**src/rtl/bits_stream_pkg.sv**
```systemverilog
// Shared routing definitions for the bits-select mux/demux pair.
package bits_stream_pkg;

   // Widest select the shared predicate accepts; callers zero-extend into it.
   localparam int SEL_MAX_W = 64;

   localparam logic SEL_O0 = 1'b0;
   localparam logic SEL_O1 = 1'b1;

   // Any non-zero select routes to output 1; identical to the mux predicate.
   function automatic logic route_sel(input logic [SEL_MAX_W-1:0] s);
      return (s != '0);
   endfunction

endpackage

```
**src/rtl/bits_stream_demux_stream_slot.sv**
```systemverilog
// One-entry registered output slot with valid/ready and a saturating
// delivery counter.
module stream_slot #(
   parameter int WIDTH       = 3,
   parameter int COUNT_WIDTH = 8
) (
   input  logic                   clk,
   input  logic                   resetn,
   input  logic                   load,
   input  logic [WIDTH-1:0]       din,
   input  logic                   ready,
   output logic                   can_load,
   output logic                   valid,
   output logic [WIDTH-1:0]       data,
   output logic [COUNT_WIDTH-1:0] cnt
);

   logic fire;

   // Slot accepts when empty or when its current word leaves this edge.
   assign can_load = ~valid | ready;
   assign fire     = valid & ready;

   // Data/valid register; a load on a draining edge keeps valid high.
   always_ff @(posedge clk) begin
      if (!resetn) begin
         valid <= 1'b0;
         data  <= '0;
      end else if (load) begin
         valid <= 1'b1;
         data  <= din;
      end else if (fire) begin
         valid <= 1'b0;
      end
   end

   // Delivered-word counter, sticks at all-ones.
   always_ff @(posedge clk) begin
      if (!resetn)
         cnt <= '0;
      else if (fire && (cnt != '1))
         cnt <= cnt + 1'b1;
   end

endmodule

```
**src/rtl/bits_stream_demux.sv**
```systemverilog
// Streaming 1:2 demux: each accepted word goes to slot 0 when S == 0,
// otherwise to slot 1. Only I_ready is combinational.
module bits_stream_demux
   import bits_stream_pkg::*;
#(
   parameter int WIDTH       = 3,
   parameter int COUNT_WIDTH = 8
) (
   input  logic                   CLK,
   input  logic                   RESETN,
   input  logic [WIDTH-1:0]       I,
   input  logic [WIDTH-1:0]       S,
   input  logic                   I_valid,
   output logic                   I_ready,
   output logic [WIDTH-1:0]       O0,
   output logic                   O0_valid,
   input  logic                   O0_ready,
   output logic [WIDTH-1:0]       O1,
   output logic                   O1_valid,
   input  logic                   O1_ready,
   output logic [COUNT_WIDTH-1:0] CNT0,
   output logic [COUNT_WIDTH-1:0] CNT1
);

   logic [SEL_MAX_W-1:0]          s_ext;
   logic                          sel;
   logic                          accept;
   logic [1:0]                    can_load;
   logic [1:0]                    load;
   logic [1:0]                    ready;
   logic [1:0]                    valid;
   logic [1:0][WIDTH-1:0]         data;
   logic [1:0][COUNT_WIDTH-1:0]   cnt;

   // Select decode through the shared predicate.
   always_comb begin
      s_ext            = '0;
      s_ext[WIDTH-1:0] = S;
      sel              = route_sel(s_ext);
   end

   // Ready depends only on the addressed slot, never on I_valid.
   assign I_ready = RESETN & can_load[sel];
   assign accept  = I_valid & I_ready;

   assign load[SEL_O0]  = accept & (sel == SEL_O0);
   assign load[SEL_O1]  = accept & (sel == SEL_O1);
   assign ready[SEL_O0] = O0_ready;
   assign ready[SEL_O1] = O1_ready;

   for (genvar k = 0; k < 2; k++) begin : g_slot
      stream_slot #(
         .WIDTH      (WIDTH),
         .COUNT_WIDTH(COUNT_WIDTH)
      ) u_slot (
         .clk     (CLK),
         .resetn  (RESETN),
         .load    (load[k]),
         .din     (I),
         .ready   (ready[k]),
         .can_load(can_load[k]),
         .valid   (valid[k]),
         .data    (data[k]),
         .cnt     (cnt[k])
      );
   end

   assign O0       = data[SEL_O0];
   assign O0_valid = valid[SEL_O0];
   assign CNT0     = cnt[SEL_O0];
   assign O1       = data[SEL_O1];
   assign O1_valid = valid[SEL_O1];
   assign CNT1     = cnt[SEL_O1];

endmodule

```
**config.mk**
```make
export PLATFORM = sky130hd
export DESIGN_NAME = bits_stream_demux
export DESIGN_NICKNAME = d
export VERILOG_FILES = /design/src/rtl/bits_stream_pkg.sv /design/src/rtl/bits_stream_demux_stream_slot.sv /design/src/rtl/bits_stream_demux.sv
export SDC_FILE = /design/constraint.sdc
export NUM_CORES = 1
export LEC_CHECK = 0
export CELL_PAD_IN_SITES_DETAIL_PLACEMENT = 1
export CELL_PAD_IN_SITES_GLOBAL_PLACEMENT = 2
export CORE_UTILIZATION = 37
export DETAILED_ROUTE_END_ITERATION = 8
export DONT_BUFFER_PORTS = 1
export PLACE_DENSITY_LB_ADDON = 0.25
export SYNTH_ARGS = -nofsm -noshare
export SYNTH_HDL_FRONTEND = slang
export SYNTH_SLANG_ARGS = --single-unit
```
**constraint.sdc**
```tcl
create_clock -name CLK -period 4.4 [get_ports CLK]
set_input_delay 0.88 -clock CLK [delete_from_list [all_inputs] [get_ports CLK]]
set_output_delay 0.88 -clock CLK [all_outputs]
set_load 0.01 [all_outputs]
```
Word-level counts from Yosys, hierarchy flattened
Cells that the tools add are included.

operators by class
  muxes and demuxes = 6
  eq/ne operators = 2
  bitwise logic cells = 11
  $add $sub $neg = 2
  order comparisons = 1
  reduce and logical (&&, ||, !) cells = 5

operators with widths
  operator                                                                       number
  8-bit by 1-bit adder with 8-bit output (second input constant)                 2
  8-bit != test (second input constant)                                          2
  1-bit bitwise AND                                                              6
  1-bit 2-to-1 mux                                                               6
  2-bit nonzero test                                                             2
  1-bit inverter                                                                 3
  3-bit nonzero test                                                             1
  1-bit logical AND                                                              2
  1-bit by 2-bit less-than comparator with 1-bit output (second input constant)  1
  1-bit bitwise OR                                                               2

word-level totals
  register bits = 24
  logic and storage cells = 33

Longest topological paths before layout
  word-level depth = 8
  gate-level depth with buffers = 5
  depth with buffers taken out = 5

Cells and area by module
A second synthesis with hierarchy kept.

second synthesis, totals
  cells, all modules = 125
  area, all modules = 1091.0 sq um

modules (own cells, without submodules)
  module             area each (sq um)  cells an instance  sequential area each (sq um)  instances
  stream_slot        523.0              59                 240.2                         2
  bits_stream_demux  45.0               7                  0.0                           1

Worst setup path before layout
No wires, ideal clock.

  kind = input-to-output
  start point = input port S[1]
  end point = output port I_ready
  cell stages on the path = 3
  arrival time = 1.621 ns
  path buffers = 0
  slack = 1.899 ns
  cell sequence = nor3_2 mux2_2 nor2_1

on the way
  cells in the longest elaborated chain, start to end = 4

RTL lines
  item                                                 line                     text
  start: declaration                                   bits_stream_demux.sv:12  input logic [WIDTH-1:0] S,
  3-bit nonzero test                                   bits_stream_pkg.sv:12    return (s != '0);
  1-bit 2-to-1 mux (implied by the code) (2 in a row)  bits_stream_demux.sv:43  assign I_ready = RESETN & can_load[sel];
  1-bit bitwise AND                                    bits_stream_demux.sv:43
  end: declaration                                     bits_stream_demux.sv:14  output logic I_ready,

Every way passes these cells. The select of a mux whose other input is x is not followed.

Final worst setup path
Ends and elaborated chain as after synthesis.

==> flow_metrics.py <==
metrics = {
    "placement": {
        "hpwl_microns": 1898,
        "place_congestion": 0.7478,
        "pre_cts_ws_ns": 1.838,
        "io_buffers": 0,
    },
    "power_and_ir_drop": {
        "ir_drop_uv": 183.0,
        "p_leak_nw": 0.4377,
        "pwr_density_cell_nw_per_um2": 301.2,
        "power_uw": 353.5,
    },
    "synth": {
        "ys_seq_area_share_pct": 43.19,
        "ys_types": 33,
        "synthArstFlopShare_pct": 0,
        "yosysWarnings": 0,
        "synth_top_area_share_pct": 43.19,
        "ys_top_cells_by_area": "dfxtp_1 43%, mux2i_1 7.2%, nor2_1 6.1%",
        "avgSynthCellArea_sq_um": 8.970,
        "synthesis.area_sq_um": 1112,
        "synth_cells": 124,
        "synth_top_area_cell": "dfxtp_1",
        "synth-main-ff-cell": "dfxtp_1",
        "syn_nets": 137,
        "synth-seq-cells": 24,
        "synth_edf_count": 0,
    },
    "clock_tree": {
        "cts_root_buf": "clkbuf_4",
        "clk_pin_slew_worst_paths_ns": 0.13,
        "clock_sinks": 24,
        "hold_buffers": 0,
        "cts_resized": 0,
        "clock_latency_ns": 0.31,
        "post_cts_buffers": 0,
        "max-clock-path-buffers": 2,
        "cts_buffers": 3,
        "htreeDepth": 1,
        "cts_tree": "yes",
    },
    "sta": {
        "max_freq_mhz": 390.5,
        "min_period_ns": 2.561,
        "hold_ws_ns": 0.5726,
        "setup_viol": 0,
        "skew_ns": 0.002513,
        "worst_slack_ns": 1.839,
        "worst_slew_pin_slew_ns": 0.6564,
        "fin_crit_sh_pct": 58.20,
        "finalHoldViolations": 0,
        "rsz0062_at_grt": "no",
        "maxSlewViolCount": 0,
        "maxSlewHeadroom_pct": 56.19,
        "tns_ns": 0,
    },
    "finish": {
        "nets": 139,
        "drive_gt1_share_pct": 8.000,
        "multi_input_area_sq_um": 610.6,
        "final_core_util_pct": 41.84,
        "num-fill-cells": 347,
        "syn_to_final_growth_pct": 5.512,
        "n_antenna_cell": 0,
        "register_area_sq_um": 480.5,
    },
    "setup_path": {
        "worstSetupEndpointType": "output port",
        "cp.required_ns": 3.52,
        "crit_chain": "nor3_2, mux2_2, nor2_1",
        "critPathLaunchType": "primary input",
        "crit_type": "in2out",
        "cp_max_fo": 3,
        "critPathSlowestCell": "mux2_2",
        "arrival_ns": 1.68,
        "slowest_delay_ns": 0.36,
    },
    "die": {
        "die_x_microns": 56.83,
        "die_area_sq_um": 3230,
        "die_h_microns": 56.83,
        "core-area_sq_um": 2805,
        "start_util_pct": 39.65,
        "io_pins": 36,
        "num_rows": 19,
    },
    "global_routing": {
        "track_usage_pct": 16.63,
        "grt_max_degree": 21,
        "overflow": 0,
        "grt_first_pass_wirelength_microns": 4146,
        "grt_pass1_vias": 913,
        "antenna_found_initial": 0,
    },
    "route": {
        "ant_nets": 0,
        "drt_first_iter_violations": 30,
        "first_pass_iters": 6,
        "wirelength_microns": 2555,
        "vias": 921,
        "post_drt_wl_per_cell_microns": 16.38,
        "viasPerCell": 5.904,
        "drc": 6,
    },
    "run": {
        "drv_cap": 0,
    },
    "outcome": {
        "violations": "DRC",
        "run_status": "finished with violations",
    },
    "worst_hold_path": {
        "hold_class": "reg2reg",
    },
}
critical path: cells and delay by family:
kind / cells / cell delay, ns
simple gates: 2 / 0.44
mux: 1 / 0.36
synthesized netlist by cell type (all sizes together), types with 3 or more instances:
master  instances
nand3           6
o21ai           5
a31oi           5
dfxtp          24
nor2b           3
xnor2           3
nor3            5
and3            6
nand2           9
mux2i           8
nor2           18
a21oi           4
nand4           5
layout by cell type, fill, tap and decap left out, types with 2 or more instances in the layout:
cell type and n:
nor2b_1 3, and2_1 2, a21oi_1 4, inv_1 2, o21ai_0 5, nor3_1 3, nand2_1 9, xnor2_1 3
nand3_1 6, dfxtp_1 24, nand4_1 4, nor2_1 18, nor3_2 2, clkbuf_4 3, and4_1 2, ha_1 2
mux2i_1 8, a31oi_1 5, and3_1 6
routing by layer:
metal | share of wire (%) | routed length (microns) | track usage (%)
met5 | 0 | 0 | 0
met4 | 0.70 | 18 | 4.181
met3 | 6.9 | 176 | 6.682
met2 | 47 | 1196 | 27.89
met1 | 46 | 1164 | 19.74
per-stage QoR:
step                      cells  area (sq um)
after floorplan             124          1112
after global placement      152          1137
after detailed placement    152          1137
after CTS                   156          1174
after global routing        156          1174
final                       156          1174
cell families after synthesis:
family | Yosys count | share of synthesized area (%)
buffers and inverters | 5 | 1.912
XOR/XNOR | 4 | 3.150
flip-flops | 24 | 43.19
multiplexers | 9 | 8.212
AO/OA/AOI/OAI | 22 | 13.50
AND/OR/NAND/NOR | 58 | 27.78
adder cells (fa/ha/maj) | 2 | 2.249
flip-flops by register name (all words and copies together), names as in the netlist:
register	flops
g_slot.u_slot.cnt	16
g_slot.u_slot.data	6
g_slot.u_slot.valid	2
area by class of cell:
class                      count  share of cell area [%]
clock buffer                   4                   3.092
multi-input combinational     95                   52.03
inverter                       2                  0.6397
sequential                    24                   40.94
tap                           31                   3.305
final timing paths:
| kind | end | from | cells after the start | slack (ns) |
|---|---|---|---|---|
| setup reg to reg | g_slot[1].u_slot.cnt[7] | g_slot[1].u_slot.cnt[0] | 5 | 2.73 |
| setup / recovery | I_ready | S[1] | 3 | 1.84 |
| hold / removal | g_slot[0].u_slot.data[0] | g_slot[0].u_slot.data[0] | 2 | 0.57 |
| hold reg to reg | g_slot[0].u_slot.data[0] | g_slot[0].u_slot.data[0] | 2 | 0.57 |
power by group:
group / switching (mW) / internal, mW
registers: 0.00429 / 0.220
clock network: 0.0649 / 0.0506
logic: 0.00842 / 0.00514
Power figures use the tool's default switching activity.
